**src/rtl/bpsk_tx_pkg.sv**
```systemverilog
// Shared definitions for the BPSK transmitter: FSM encoding, PRBS9
// polynomial constants and the 8-bit antipodal symbol levels.
package bpsk_tx_pkg;

  typedef enum logic [1:0] {
    ST_IDLE = 2'd0,
    ST_RUN  = 2'd1,
    ST_DONE = 2'd2
  } state_t;

  // PRBS9: x^9 + x^5 + 1, register length and sequence period
  localparam int PRBS_LEN    = 9;
  localparam int PRBS_PERIOD = 511;
  localparam int PRBS_TAP_HI = 8;
  localparam int PRBS_TAP_LO = 4;

  // Symbol levels for the S(8,7) output format
  localparam logic [7:0] MAP_BIT0 = 8'h7F;
  localparam logic [7:0] MAP_BIT1 = 8'h81;

  // One PRBS9 shift: output bit leaves from the top, feedback enters at the bottom
  function automatic logic [PRBS_LEN-1:0] prbs9_next(input logic [PRBS_LEN-1:0] s);
    return {s[PRBS_LEN-2:0], s[PRBS_TAP_HI] ^ s[PRBS_TAP_LO]};
  endfunction

endpackage

```
**src/rtl/bpsk_tx_if.sv**
```systemverilog
// Control and sample-stream bundle of the BPSK transmitter.
// master drives the controls and observes the stream; slave is the transmitter.
interface bpsk_tx_if #(
  parameter int NB_OUTPUT = 8,
  parameter int NB_BURST  = 16
) ();

  logic                 i_en;
  logic                 i_start;
  logic [NB_BURST-1:0]  i_burst_len;
  logic [NB_BURST-1:0]  i_err_period;
  logic                 i_hold;
  logic [NB_OUTPUT-1:0] o_data;
  logic                 o_valid;
  logic                 o_bit;
  logic                 o_err_inj;
  logic                 o_done;

  modport master (
    output i_en, i_start, i_burst_len, i_err_period, i_hold,
    input  o_data, o_valid, o_bit, o_err_inj, o_done
  );

  modport slave (
    input  i_en, i_start, i_burst_len, i_err_period, i_hold,
    output o_data, o_valid, o_bit, o_err_inj, o_done
  );

endinterface

```
**src/rtl/bpsk_tx_prbs9_gen.sv**
```systemverilog
// PRBS9 generator. o_bit is the current top bit; i_load reloads the seed,
// i_adv shifts once. Nothing changes while i_en is low.
module prbs9_gen
  import bpsk_tx_pkg::*;
#(
  parameter logic [PRBS_LEN-1:0] SEED = 9'h1AA
) (
  input  logic clk,
  input  logic i_rst,
  input  logic i_en,
  input  logic i_load,
  input  logic i_adv,
  output logic o_bit
);

  logic [PRBS_LEN-1:0] lfsr_d;
  logic [PRBS_LEN-1:0] lfsr_q;

  // Next register value: seed reload wins over a shift
  always_comb begin
    lfsr_d = lfsr_q;
    if (i_en) begin
      if (i_load) begin
        lfsr_d = SEED;
      end else if (i_adv) begin
        lfsr_d = prbs9_next(lfsr_q);
      end
    end
  end

  // LFSR register, reset to the seed
  always_ff @(posedge clk) begin
    if (!i_rst) begin
      lfsr_q <= SEED;
    end else begin
      lfsr_q <= lfsr_d;
    end
  end

  assign o_bit = lfsr_q[PRBS_TAP_HI];

endmodule

```
**src/rtl/bpsk_tx.sv**
```systemverilog
// BPSK burst transmitter: PRBS9 bits with optional periodic error injection,
// mapped to +/-(2^NBF-1), oversampled N_PHASES times (held or zero-stuffed).
// All outputs are registered; a symbol appears one cycle after its phase-0 cycle.
module bpsk_tx
  import bpsk_tx_pkg::*;
#(
  parameter int                  NB_OUTPUT  = 8,
  parameter int                  NBF_OUTPUT = 7,
  parameter int                  N_PHASES   = 4,
  parameter logic [PRBS_LEN-1:0] SEED       = 9'h1AA,
  parameter int                  NB_BURST   = 16
) (
  input  logic        clk,
  input  logic        i_rst,
  bpsk_tx_if.slave    bus
);

  localparam int                           PH_W     = (N_PHASES > 1) ? $clog2(N_PHASES) : 1;
  localparam logic [PH_W-1:0]              PH_LAST  = PH_W'(N_PHASES - 1);
  localparam int                           SYM_MAG  = (1 << NBF_OUTPUT) - 1;
  localparam logic signed [NB_OUTPUT-1:0]  SYM_POS  = SYM_MAG[NB_OUTPUT-1:0];
  localparam logic signed [NB_OUTPUT-1:0]  SYM_NEG  = -SYM_POS;

  // Antipodal mapping: bit 0 -> positive full scale, bit 1 -> negative
  function automatic logic signed [NB_OUTPUT-1:0] map_bit(input logic b);
    return b ? SYM_NEG : SYM_POS;
  endfunction

  // Counter increment that sticks at all-ones instead of wrapping
  function automatic logic [NB_BURST-1:0] sat_inc(input logic [NB_BURST-1:0] v);
    return (&v) ? v : v + NB_BURST'(1);
  endfunction

  state_t                        state_d,   state_q;
  logic [PH_W-1:0]               phase_d,   phase_q;
  logic [NB_BURST-1:0]           sym_cnt_d, sym_cnt_q;
  logic [NB_BURST-1:0]           err_cnt_d, err_cnt_q;
  logic signed [NB_OUTPUT-1:0]   data_d,    data_q;
  logic                          valid_d,   valid_q;
  logic                          bit_d,     bit_q;
  logic                          err_inj_d, err_inj_q;
  logic                          done_d,    done_q;

  logic lfsr_load;
  logic lfsr_adv;
  logic lfsr_bit;
  logic inject;
  logic tx_bit;

  prbs9_gen #(
    .SEED (SEED)
  ) u_prbs (
    .clk    (clk),
    .i_rst  (i_rst),
    .i_en   (bus.i_en),
    .i_load (lfsr_load),
    .i_adv  (lfsr_adv),
    .o_bit  (lfsr_bit)
  );

  // Next-state, counter and output computation; everything holds while i_en is low
  always_comb begin
    state_d   = state_q;
    phase_d   = phase_q;
    sym_cnt_d = sym_cnt_q;
    err_cnt_d = err_cnt_q;
    data_d    = data_q;
    valid_d   = valid_q;
    bit_d     = bit_q;
    err_inj_d = err_inj_q;
    done_d    = done_q;
    lfsr_load = 1'b0;
    lfsr_adv  = 1'b0;
    inject    = 1'b0;
    tx_bit    = 1'b0;

    if (bus.i_en) begin
      unique case (state_q)
        ST_IDLE, ST_DONE: begin
          data_d    = '0;
          valid_d   = 1'b0;
          bit_d     = 1'b0;
          err_inj_d = 1'b0;
          if (bus.i_start) begin
            state_d   = ST_RUN;
            phase_d   = '0;
            sym_cnt_d = '0;
            err_cnt_d = '0;
            lfsr_load = 1'b1;
          end
        end

        ST_RUN: begin
          phase_d = (phase_q == PH_LAST) ? '0 : phase_q + PH_W'(1);
          if (phase_q == '0) begin
            // New symbol: draw the PRBS bit, maybe corrupt it, emit the marker sample
            lfsr_adv  = 1'b1;
            inject    = (bus.i_err_period != '0) &&
                        (err_cnt_q >= bus.i_err_period - NB_BURST'(1));
            tx_bit    = lfsr_bit ^ inject;
            err_cnt_d = inject ? '0 : sat_inc(err_cnt_q);
            sym_cnt_d = sat_inc(sym_cnt_q);
            data_d    = map_bit(tx_bit);
            valid_d   = 1'b1;
            bit_d     = tx_bit;
            err_inj_d = inject;
          end else begin
            // Remaining phases: repeat the current symbol or stuff zeros
            data_d    = bus.i_hold ? map_bit(bit_q) : '0;
            valid_d   = 1'b0;
            err_inj_d = 1'b0;
          end
          // Burst ends on the last phase of the final symbol; length 0 runs forever
          if ((phase_q == PH_LAST) && (bus.i_burst_len != '0) &&
              (sym_cnt_d >= bus.i_burst_len)) begin
            state_d = ST_DONE;
          end
        end

        default: begin
          state_d = ST_IDLE;
        end
      endcase
      done_d = (state_d == ST_DONE);
    end
  end

  // State, counters and registered outputs
  always_ff @(posedge clk) begin
    if (!i_rst) begin
      state_q   <= ST_IDLE;
      phase_q   <= '0;
      sym_cnt_q <= '0;
      err_cnt_q <= '0;
      data_q    <= '0;
      valid_q   <= 1'b0;
      bit_q     <= 1'b0;
      err_inj_q <= 1'b0;
      done_q    <= 1'b0;
    end else begin
      state_q   <= state_d;
      phase_q   <= phase_d;
      sym_cnt_q <= sym_cnt_d;
      err_cnt_q <= err_cnt_d;
      data_q    <= data_d;
      valid_q   <= valid_d;
      bit_q     <= bit_d;
      err_inj_q <= err_inj_d;
      done_q    <= done_d;
    end
  end

  assign bus.o_data    = data_q;
  assign bus.o_valid   = valid_q;
  assign bus.o_bit     = bit_q;
  assign bus.o_err_inj = err_inj_q;
  assign bus.o_done    = done_q;

endmodule

```
**src/flat_wrapper.sv**
```systemverilog
// flat-port wrapper written by rule: the top's interface ports become plain ports
module bpsk_tx_flat import bpsk_tx_pkg::*;
#(
  parameter int                  NB_OUTPUT  = 8,
  parameter int                  NBF_OUTPUT = 7,
  parameter int                  N_PHASES   = 4,
  parameter logic [PRBS_LEN-1:0] SEED       = 9'h1AA,
  parameter int                  NB_BURST   = 16
)
  (clk, i_rst, bus_i_en, bus_i_start, bus_i_burst_len, bus_i_err_period, bus_i_hold, bus_o_data, bus_o_valid, bus_o_bit, bus_o_err_inj, bus_o_done);
  bpsk_tx_if #(.NB_OUTPUT(NB_OUTPUT), .NB_BURST(NB_BURST)) bus_i ();
  input  logic clk;
  input  logic i_rst;
  input wire logic [$bits(bus_i.i_en)-1:0] bus_i_en;
  input wire logic [$bits(bus_i.i_start)-1:0] bus_i_start;
  input wire logic [$bits(bus_i.i_burst_len)-1:0] bus_i_burst_len;
  input wire logic [$bits(bus_i.i_err_period)-1:0] bus_i_err_period;
  input wire logic [$bits(bus_i.i_hold)-1:0] bus_i_hold;
  output wire logic [$bits(bus_i.o_data)-1:0] bus_o_data;
  output wire logic [$bits(bus_i.o_valid)-1:0] bus_o_valid;
  output wire logic [$bits(bus_i.o_bit)-1:0] bus_o_bit;
  output wire logic [$bits(bus_i.o_err_inj)-1:0] bus_o_err_inj;
  output wire logic [$bits(bus_i.o_done)-1:0] bus_o_done;
  assign bus_i.i_en = bus_i_en;
  assign bus_i.i_start = bus_i_start;
  assign bus_i.i_burst_len = bus_i_burst_len;
  assign bus_i.i_err_period = bus_i_err_period;
  assign bus_i.i_hold = bus_i_hold;
  assign bus_o_data = bus_i.o_data;
  assign bus_o_valid = bus_i.o_valid;
  assign bus_o_bit = bus_i.o_bit;
  assign bus_o_err_inj = bus_i.o_err_inj;
  assign bus_o_done = bus_i.o_done;
  bpsk_tx #(.NB_OUTPUT(NB_OUTPUT), .NBF_OUTPUT(NBF_OUTPUT), .N_PHASES(N_PHASES), .SEED(SEED), .NB_BURST(NB_BURST)) u_core (.clk(clk), .i_rst(i_rst), .bus(bus_i));
endmodule
```
**config.mk**
```make
export PLATFORM = sky130hd
export DESIGN_NAME = bpsk_tx_flat
export DESIGN_NICKNAME = d
export VERILOG_FILES = /design/src/rtl/bpsk_tx_pkg.sv /design/src/rtl/bpsk_tx_if.sv /design/src/rtl/bpsk_tx_prbs9_gen.sv /design/src/rtl/bpsk_tx.sv /design/src/flat_wrapper.sv
export SDC_FILE = /design/constraint.sdc
export NUM_CORES = 1
export LEC_CHECK = 0
export CAP_MARGIN = 20
export CORE_UTILIZATION = 56
export DETAILED_ROUTE_END_ITERATION = 10
export PLACE_DENSITY = 0.84
export REMOVE_ABC_BUFFERS = 1
export SLEW_MARGIN = 20
export SYNTH_ARGS = -nofsm -noshare
export SYNTH_HDL_FRONTEND = slang
export SYNTH_SLANG_ARGS = --single-unit
```
**constraint.sdc**
```tcl
create_clock -name clk -period 4.46 [get_ports clk]
set_input_delay 1.115 -clock clk [delete_from_list [all_inputs] [get_ports clk]]
set_output_delay 1.115 -clock clk [all_outputs]
set_load 0.01 [all_outputs]
```
==> impl_metrics.ini, run 1 <==
[sta]
worst_pin_slew_ns = 0.756
setup_tns_ns = 0
maxSlewHeadroom_pct = 49.5
min_period_over_period_pct = 96.4
max_freq_ghz = 0.232
rsz0062_at_grt = yes
layout_setup_ws_ns = 0.159
slew_violations = 0
period_needed_ns = 4.30
setup_viol = 0
hold_viol_final = 0
fin_worst_skew_ns = 0.0155

[global_route]
grt_max_degree = 25
grt_use_met1_pct = 31.7
grt_pass1_vias = 3549
grt_pass1_wl_mm = 15.6
track_usage_pct = 26.7
gr-usage-met2_pct = 49.4
use_met3_pct = 3.56
busiest_layer = met2
antenna_found_initial = 0
grt_overflow_total = 0

[placed_design]
numPortBuffers = 48
dp_hpwl_mm = 7.13
gp_congestion = 0.864
post-place-ws_ns = -0.308
dp.cells = 591

[clocking]
path_clk_slew_ns = 0.10
cts_tree = done
clock_latency_ns = 0.31
cts_num_sinks = 52
cts_max_level = 2
cts-root-buf = clkbuf_8
cts_made_buffers = 5
clock_path_buffers = 2
cts_hold_buffers = 0

[drt]
finalWirelength_mm = 9.35
vias_per_cell = 6.10
dr.first_iter.drc_count = 201
firstDrtPassIters = 5
wl_per_cell_um = 15.6
antenna_left = 0
dr_total_vias = 3656
drc_errors = 0

[floorplan]
ios = 49
start_util_pct = 58.6
die_y_um = 83.8
dieArea_um2 = 7020
rows = 29
coreArea_um2 = 6390
die_x_um = 83.8

[critical_path]
critPathArrivalTime_ns = 4.49
critPathMaxFanout = 4
r2r_end = u_core.state_q[0]$_SDFFE_PN0P_
r2r_slack_ns = 0.87
cp-end-kind = flop
r2r-start = u_core.sym_cnt_q[3]$_SDFFE_PN0P_
required_ns = 4.65
critical_path_class = input pin to flop
reg2reg_depth = 12
cp-start-kind = input pin

[status]
status = complete, no violations

[logic_synthesis]
yosys.cell_types.count = 59
synth_edf_count = 0
ys_warn_count = 0
yosysSeqAreaShare_pct = 27.8
yosys-top-cells-area = dfxtp_1, ha_1, xnor2_1
yosys.area.top_type = dfxtp_1
syn_area_per_cell_um2 = 8.00
syn-cell-area_um2 = 3740
netlist.area_leader.share_pct = 27.8
async_flop_share_pct = 0
synth_ff_type = dfxtp_1
syn_inst = 468
ys_ff_latch = 52

[flow_run]
cap_violations = 0

[cells_and_area]
area_growth_pct = 20.3
layout-drive-gt1-share_pct = 9.39
final_cells = 599
filler_cell_count = 502
final_core_util_pct = 70.5
diodes = 0
finalNetCount = 597

[worst_hold_path]
min_delay_path_depth = 2
hp-start = u_core.bus.o_err_inj$_SDFFE_PN0P_
hold_path_end = u_core.bus.o_err_inj$_SDFFE_PN0P_
holdCritPathClass = flop to flop

[pwr]
p_leak_nw = 1.76
powerDensity_nw_per_um2 = 203
peakVddDrop_mv = 0.239
[what timing repair did]
action	in CTS	in global routing
pin swaps	0	3
gates resized for setup	1	9
setup buffers	0	1
endpoints found under the setup margin	1	17
[worst max-delay path, stage by stage]
cell	delay [ns]
clkdlybuf4s50_1	0.42
or4_4	0.57
nor3_1	0.21
nand2b_1	0.17
nor3b_2	0.23
xnor2_1	0.09
ha_1	0.30
nand4_1	0.16
nor3_4	0.21
o2111ai_2	0.21
a31oi_4	0.31
o41ai_4	0.12
o311a_2	0.36
[worst max path at each step]
stage / start / endpoint / slack [ns] / cells past startpoint
final: bus_i_err_period[4] / u_core.err_cnt_q[15]$_SDFFE_PN0P_ / 0.16 / 13
after global routing: bus_i_err_period[4] / u_core.err_cnt_q[15]$_SDFFE_PN0P_ / -0.007 / 13
after CTS: bus_i_err_period[4] / u_core.err_cnt_q[15]$_SDFFE_PN0P_ / 0.04 / 13
after detailed placement: bus_i_err_period[4] / u_core.err_cnt_q[15]$_SDFFE_PN0P_ / -0.31 / 13
after global placement: bus_i_err_period[4] / u_core.err_cnt_q[15]$_SDFFE_PN0P_ / -0.04 / 13
after floorplan: bus_i_err_period[4] / u_core.err_cnt_q[15]$_SDFFE_PN0P_ / 0.42 / 12
[Yosys cell counts, types with 5 or more instances]
| cell type | number |
|---|---|
| a21oi_1 | 17 |
| nand2b_1 | 10 |
| and3_1 | 5 |
| nand3_1 | 21 |
| dfxtp_1 | 52 |
| a31oi_1 | 10 |
| o21ai_0 | 24 |
| a22oi_1 | 7 |
| nor4_1 | 12 |
| buf_4 | 5 |
| nor3_1 | 16 |
| and2_1 | 6 |
| clkbuf_1 | 8 |
| xnor2_1 | 26 |
| xor2_1 | 10 |
| nor2_1 | 41 |
| nor2b_1 | 7 |
| a21boi_0 | 5 |
| o22ai_1 | 6 |
| nand4_1 | 16 |
| inv_1 | 29 |
| ha_1 | 38 |
| nand2_1 | 44 |
[kinds of logic (layout without fill, tap and decap cells)]
kind of cell / count (synthesis) / after routing / share of synthesized area, %
AND/OR/NAND/NOR: 194 / 194 / 26.3
AO/OA/AOI/OAI: 96 / 96 / 18.0
flip-flops: 52 / 52 / 27.8
buffers and inverters: 47 / 101 / 5.35
adder cells (fa/ha/maj): 38 / 38 / 12.7
XOR/XNOR: 36 / 36 / 8.42
multiplexers: 5 / 5 / 1.47
[cell usage in the layout (no fill, tap or decap), types with 4 or more instances in the layout]
cell,count
a21boi_0,5
a21oi_1,17
a22o_1,4
a22oi_1,5
a31oi_1,10
and2_1,6
and3_1,5
buf_4,17
clkbuf_8,6
clkdlybuf4s50_1,48
dfxtp_1,52
ha_1,38
inv_1,29
mux2_2,4
nand2_1,44
nand2b_1,10
nand3_1,21
nand4_1,16
nor2_1,40
nor2b_1,7
nor3_1,15
nor4_1,10
o21ai_0,24
o221a_2,4
o22ai_1,6
xnor2_1,26
xor2_1,10
[layer usage]
layer | vias to the layer above | wire, um
met5 | - | 0
met4 | 0 | 187
met3 | 22 | 286
met2 | 99 | 4830
met1 | 1720 | 4050
li1 | 1815 | -
[metrics by stage]
step | area, um^2 | total power, mW | hold slack, ns
after floorplan | 3650 | 0.566 | 0.441
after global placement | 4350 | 0.635 | 0.448
after detailed placement | 4350 | 0.640 | 0.456
after CTS | 4450 | 0.912 | 0.470
after global routing | 4500 | 0.954 | 0.483
final | 4500 | 0.915 | 0.469
[power breakdown]
group | internal (mW) | total, mW | switching (mW)
sequential | 0.473 | 0.481 | 0.00804
clock | 0.124 | 0.280 | 0.156
combinational | 0.0754 | 0.154 | 0.0784
total | 0.673 | 0.915 | 0.242
[flip-flops by register name, summed over array words and instances (netlist names)]
| register | flops |
|---|---|
| u_core.phase_q | 2 |
| u_core.bus.o_valid | 1 |
| u_core.bus.o_err_inj | 1 |
| u_core.bus.o_bit | 1 |
| u_core.bus.o_data | 3 |
| u_core.sym_cnt_q | 16 |
| u_core.bus.o_done | 1 |
| u_core.u_prbs.lfsr_q | 9 |
| u_core.err_cnt_q | 16 |
| u_core.state_q | 2 |
[cell type report]
cell class	instances	area, um^2	share of cell area (%)
Tap cell	77	96.3	2.14
Sequential cell	52	1040	23.1
Inverter	29	109	2.42
Clock buffer	6	82.6	1.83
Timing Repair Buffer	65	608	13.5
Clock inverter	1	8.76	0.194
Multi-Input combinational cell	369	2560	56.8
No activity file was read; power rests on OpenSTA's default activity.
==> run 2: changes to the inputs <==
CORE_UTILIZATION = 57   (was 56)
SLEW_MARGIN = 30   (was 20)
SYNTH_HIERARCHICAL = 1   (was not set)
==> impl_metrics.ini, run 2 <==
[cells_and_area]
final_common_cell = dfxtp_1
area_growth_pct = 17.9
multiInputGateArea_um2 = 2830
reg_top3 = u_core/err_cnt_q: 16 flops, u_core/sym_cnt_q: 16 flops, u_core/u_prbs/lfsr_q: 9 flops
filler_cell_count = 581
finalNetCount = 637
mostFrequentLayoutCells = dfxtp_1, clkdlybuf4s50_1, nand2_1
seq_area_um2 = 1040
diodes = 0
postLayoutCellArea_um2 = 4900
layout-drive-gt1-share_pct = 12.8

[sta]
slew_violations = 0
maxSlewHeadroom_pct = 47.9
hold_viol_final = 0
worst_pin_slew_ns = 0.780
setup_viol = 0
max_freq_ghz = 0.232
period_needed_ns = 4.32
setup_tns_ns = 0
fin_worst_skew_ns = 0.00970
layout_setup_ws_ns = 0.141
min_period_over_period_pct = 96.8
rsz0062_at_grt = no

[placed_design]
post-place-ws_ns = -0.248
numPortBuffers = 48
dp_hpwl_mm = 7.65
place_area_um2 = 4780
gp_congestion = 0.877

[logic_synthesis]
yosys-top-cells-area = dfxtp_1, ha_1, xnor2_1
yosys.area.top_type = dfxtp_1
synth_xor_area_share_pct = 5.48
syn_area_per_cell_um2 = 8.18
yosys.cell_types.count = 65
synthSimpleGateAreaFrac_pct = 25.7
ys_ff_latch = 52
synthMuxAreaShare_pct = 0.271
synth_compound_area_share_pct = 24.8
synth_ff_type = dfxtp_1
netlist.area_leader.share_pct = 25.0
synth_adder_area_share_pct = 11.4
synth_edf_count = 0
yosysMostFrequentCell = dfxtp_1
syn-cell-area_um2 = 4160
ys_warn_count = 6
synth_top_family_by_area = simple AND/OR/NAND/NOR gates
ys_top_cells_by_count = dfxtp_1, nand2_1, ha_1
async_flop_share_pct = 0
yosysSeqAreaShare_pct = 25.0
syn_inst = 508

[floorplan]
start_util_pct = 60.2
ios = 49
dieArea_um2 = 7640
die_y_um = 87.4
die_x_um = 87.4
rows = 30
coreArea_um2 = 6910

[global_route]
grt_overflow_total = 0
grt_pass1_wl_mm = 16.9
grt_pass1_vias = 3780
track_usage_pct = 27.5
antenna_found_initial = 0
grt_max_degree = 37

[pwr]
total_power_mw = 0.969
powerDensity_nw_per_um2 = 198
peakVddDrop_mv = 0.172
p_leak_nw = 1.86

[critical_path]
reg2reg_depth = 13
critPathArrivalTime_ns = 4.56
cp-startpoint = bus_i_err_period[1]
r2r-start = u_core/sym_cnt_q[2]$_SDFFE_PN0P_
r2r_slack_ns = 0.96
cp-end-kind = flop
cp-start-kind = input pin
critical_path_class = input pin to flop
r2r_end = u_core/state_q[0]$_SDFFE_PN0P_
required_ns = 4.70
critPathMaxFanout = 24

[drt]
dr_total_vias = 4065
vias_per_cell = 6.17
drc_errors = 0
antenna_left = 0
firstDrtPassIters = 5
finalWirelength_mm = 10.1
wl_per_cell_um = 15.4
dr.first_iter.drc_count = 193

[clocking]
path_clk_slew_ns = 0.10
clock_path_buffers = 2
cts_tree = done
cts_made_buffers = 5
cts_max_level = 2
cts_hold_buffers = 0
cts_num_sinks = 52
cts-root-buf = clkbuf_8
clock_latency_ns = 0.31

[worst_hold_path]
hold_path_end = u_core/u_prbs/lfsr_q[3]$_SDFFE_PN1P_
min_delay_path_depth = 2
hp-start = u_core/u_prbs/lfsr_q[3]$_SDFFE_PN1P_
holdCritPathClass = flop to flop

[status]
status = complete, no violations

[flow_run]
cap_violations = 0
run 2: cell types whose count changed in the layout (fill, tap and decap cells not counted), moves of 6 or more:
cell,delta
a21oi_1,+14
a21oi_2,+12
a31oi_1,-6
buf_4,+7
nor2_1,-23
nor3_1,-8
o31ai_1,+14
o31ai_2,+6
or4_1,+10
xor2_1,-6
run 2: stage by stage:
step	cells	hold WS (ns)	utilization (%)
after CTS	659	0.480	70.7
after global routing	659	0.505	70.9
final	659	0.477	70.9
after floorplan	482	0.446	-
after detailed placement	651	0.465	69.3
after global placement	651	0.454	69.3
run 2: worst max path at each step:
stage / slack, ns / end
6_report: 0.14 / u_core/err_cnt_q[10]$_SDFFE_PN0P_
5_1_grt: 0.04 / u_core/err_cnt_q[12]$_SDFFE_PN0P_
4_1_cts: 0.08 / u_core/err_cnt_q[4]$_SDFFE_PN0P_
3_5_place_dp: -0.25 / u_core/err_cnt_q[4]$_SDFFE_PN0P_
3_3_place_gp: -0.09 / u_core/err_cnt_q[2]$_SDFFE_PN0P_
2_1_floorplan: 0.32 / u_core/err_cnt_q[13]$_SDFFE_PN0P_
run 2: final cells by class:
type                    count  area share, %
inverters                  34           2.60
well taps                  96           2.45
repair buffers             73           13.9
flip-flops and latches     52           21.2
clock inverters             2          0.281
multi-input cells         396           57.8
clock buffers               6           1.69
run 2: kinds of logic (layout without fill, tap and decap cells):
kind of cell	Yosys count	count (layout)
DFF	52	52
adders and majority gates	38	38
AOI/OAI and AO/OA	145	145
muxes	1	1
and+or+nand+nor	186	186
buffers and inverters	60	115
xor gates and xnor gates	26	26
run 2: report_power, final:
part	internal [mW]	switching [mW]	total (mW)	leakage, nW
Clock	0.127	0.164	0.291	0.0516
Sequential	0.474	0.00939	0.484	0.420
Combinational	0.0898	0.105	0.195	1.39
run 2: timing repair:
item	CTS	global route
setup buffers	0	0
setup endpoints to repair	0	16
gates resized for setup	0	2
run 2: worst max-delay path, cell delays in order:
cell,delay [ns]
clkdlybuf4s50_1,0.42
inv_1,0.09
ha_1,0.18
nor3b_1,0.27
nand2_1,0.17
nor4_1,0.33
xnor2_1,0.12
ha_1,0.31
nand4_2,0.08
or3_1,0.41
nand4_1,0.17
o31ai_4,0.08
buf_12,0.17
or4_1,0.49
a21oi_2,0.16
run 2: routing by layer:
layer / GRT usage, % / up-vias / wire length [um] / part of all wire [%]
met4: 7.60 / 0 / 150 / 1.5
met2: 47.8 / 126 / 5010 / 49
li1: - / 1992 / - / -
met1: 35.1 / 1925 / 4560 / 45
met5: 0 / - / 0 / 0
met3: 4.17 / 22 / 407 / 4.0
==> run 3: changes to the inputs <==
SLEW_MARGIN = not set   (was 30)
==> impl_metrics.ini, run 3 (same netlist as run 2, synthesis figures left out) <==
[placed_design]
dp_hpwl_mm = 7.65
gp_congestion = 0.877
dp.cells = 651
place_area_um2 = 4780
numPortBuffers = 48

[floorplan]
die_y_um = 87.4
ios = 49
coreArea_um2 = 6910
rows = 30
die_x_um = 87.4
start_util_pct = 60.2
dieArea_um2 = 7640

[global_route]
grt_max_degree = 37
track_usage_pct = 27.5
grt_overflow_total = 0
antenna_found_initial = 0
grt_pass1_vias = 3780
grt_pass1_wl_mm = 16.9

[drt]
wl_per_cell_um = 15.2
drc_errors = 0
antenna_left = 0
firstDrtPassIters = 5
finalWirelength_mm = 10.0
dr.first_iter.drc_count = 204
vias_per_cell = 6.10
dr_total_vias = 4024

[critical_path]
critical_path_class = input pin to flop
cp_top_family = simple AND/OR/NAND/NOR gates
slowest_stage = or4_1
cp-start-kind = input pin
required_ns = 4.71
cp-end-kind = flop
path_cells = clkdlybuf4s50_1 > inv_1 > ha_1 > nor3b_1 > nand2_1 > nor4_1 > xnor2_1 > ha_1 > nand4_2 > or3_1 > nand4_1 > o31ai_4 > buf_12 > or4_1 > a21oi_2
critPathArrivalTime_ns = 4.56
crit_buf_inv = 3
critPathMaxStageDelay_ns = 0.51
critPathMaxFanout = 24
crit_top_cell = ha_1

[cells_and_area]
area_growth_pct = 17.9
mostFrequentLayoutCells = dfxtp_1, clkdlybuf4s50_1, nand2_1
final_cells = 660
final_common_cell = dfxtp_1
postLayoutCellArea_um2 = 4900
finalNetCount = 638
final_core_util_pct = 71.0
reg_top3 = u_core/err_cnt_q: 16 flops, u_core/sym_cnt_q: 16 flops, u_core/u_prbs/lfsr_q: 9 flops
layout-drive-gt1-share_pct = 12.8
diodes = 0

[sta]
hold_viol_final = 0
setup_viol = 0
min_period_over_period_pct = 96.6
fin_worst_skew_ns = 0.0107
setup_tns_ns = 0
hold_slack_ns = 0.477
slew_violations = 0
period_needed_ns = 4.31
worst_pin_slew_ns = 0.754
rsz0062_at_grt = no
maxSlewHeadroom_pct = 49.6
max_freq_ghz = 0.232

[status]
status = complete, no violations

[clocking]
cts-root-buf = clkbuf_8
cts_tree = done
cts_max_level = 2
post_cts_buffers = 0
cts_hold_buffers = 0
cts_made_buffers = 5
post_cts.resized_instances = 0
path_clk_slew_ns = 0.10
clock_latency_ns = 0.31
clock_path_buffers = 2
cts_num_sinks = 52

[flow_run]
cap_violations = 0

[worst_hold_path]
holdCritPathClass = flop to flop

[pwr]
p_leak_nw = 1.87
powerDensity_nw_per_um2 = 198
peakVddDrop_mv = 0.173
-- run 3: report_power, final --
part	leakage [nW]	switching, mW	internal, mW
Clock	0.0516	0.165	0.127
Sequential	0.420	0.00954	0.474
Combinational	1.40	0.104	0.0898
Total	1.87	0.278	0.691
-- run 3: through the flow --
stage | power (mW) | setup WS, ns
3_5_place_dp | 0.684 | -0.248
2_1_floorplan | 0.593 | 0.316
6_report | 0.970 | 0.151
4_1_cts | 0.966 | 0.0810
3_3_place_gp | 0.674 | -0.0932
5_1_grt | 1.01 | 0.0383
-- run 3: cell type report --
class,instances,area [um^2]
sequential,52,1040
inverter,34,128
clock buffer,6,82.6
multi-input combinational,396,2830
tap,96,120
fill,577,2010
timing repair buffer,74,688
clock inverter,2,13.8
-- run 3: path summary, 6_finish.rpt --
path / to / depth (start not counted) / start / slack (ns)
setup / recovery: u_core/err_cnt_q[8]$_SDFFE_PN0P_ / 15 / bus_i_err_period[1] / 0.15
hold / removal: u_core/u_prbs/lfsr_q[3]$_SDFFE_PN1P_ / 2 / u_core/u_prbs/lfsr_q[3]$_SDFFE_PN1P_ / 0.48
setup reg to reg: u_core/state_q[0]$_SDFFE_PN0P_ / 13 / u_core/sym_cnt_q[2]$_SDFFE_PN0P_ / 0.98
hold reg to reg: u_core/u_prbs/lfsr_q[3]$_SDFFE_PN1P_ / 2 / u_core/u_prbs/lfsr_q[3]$_SDFFE_PN1P_ / 0.48
-- run 3: worst min-delay path, stage by stage, from the launching register on --
cell     delay (ns)
dfxtp_1        0.32
inv_1          0.05
a32oi_1        0.07
-- run 3: layer usage --
metal  track usage [%]  part of all wire (%)  up-vias
met2              47.8                    49      119
met3              4.17                   4.6       19
li1                  -                     -     1990
met4              7.60                   1.4        0
met1              35.1                    45     1896
met5                 0                     0        -
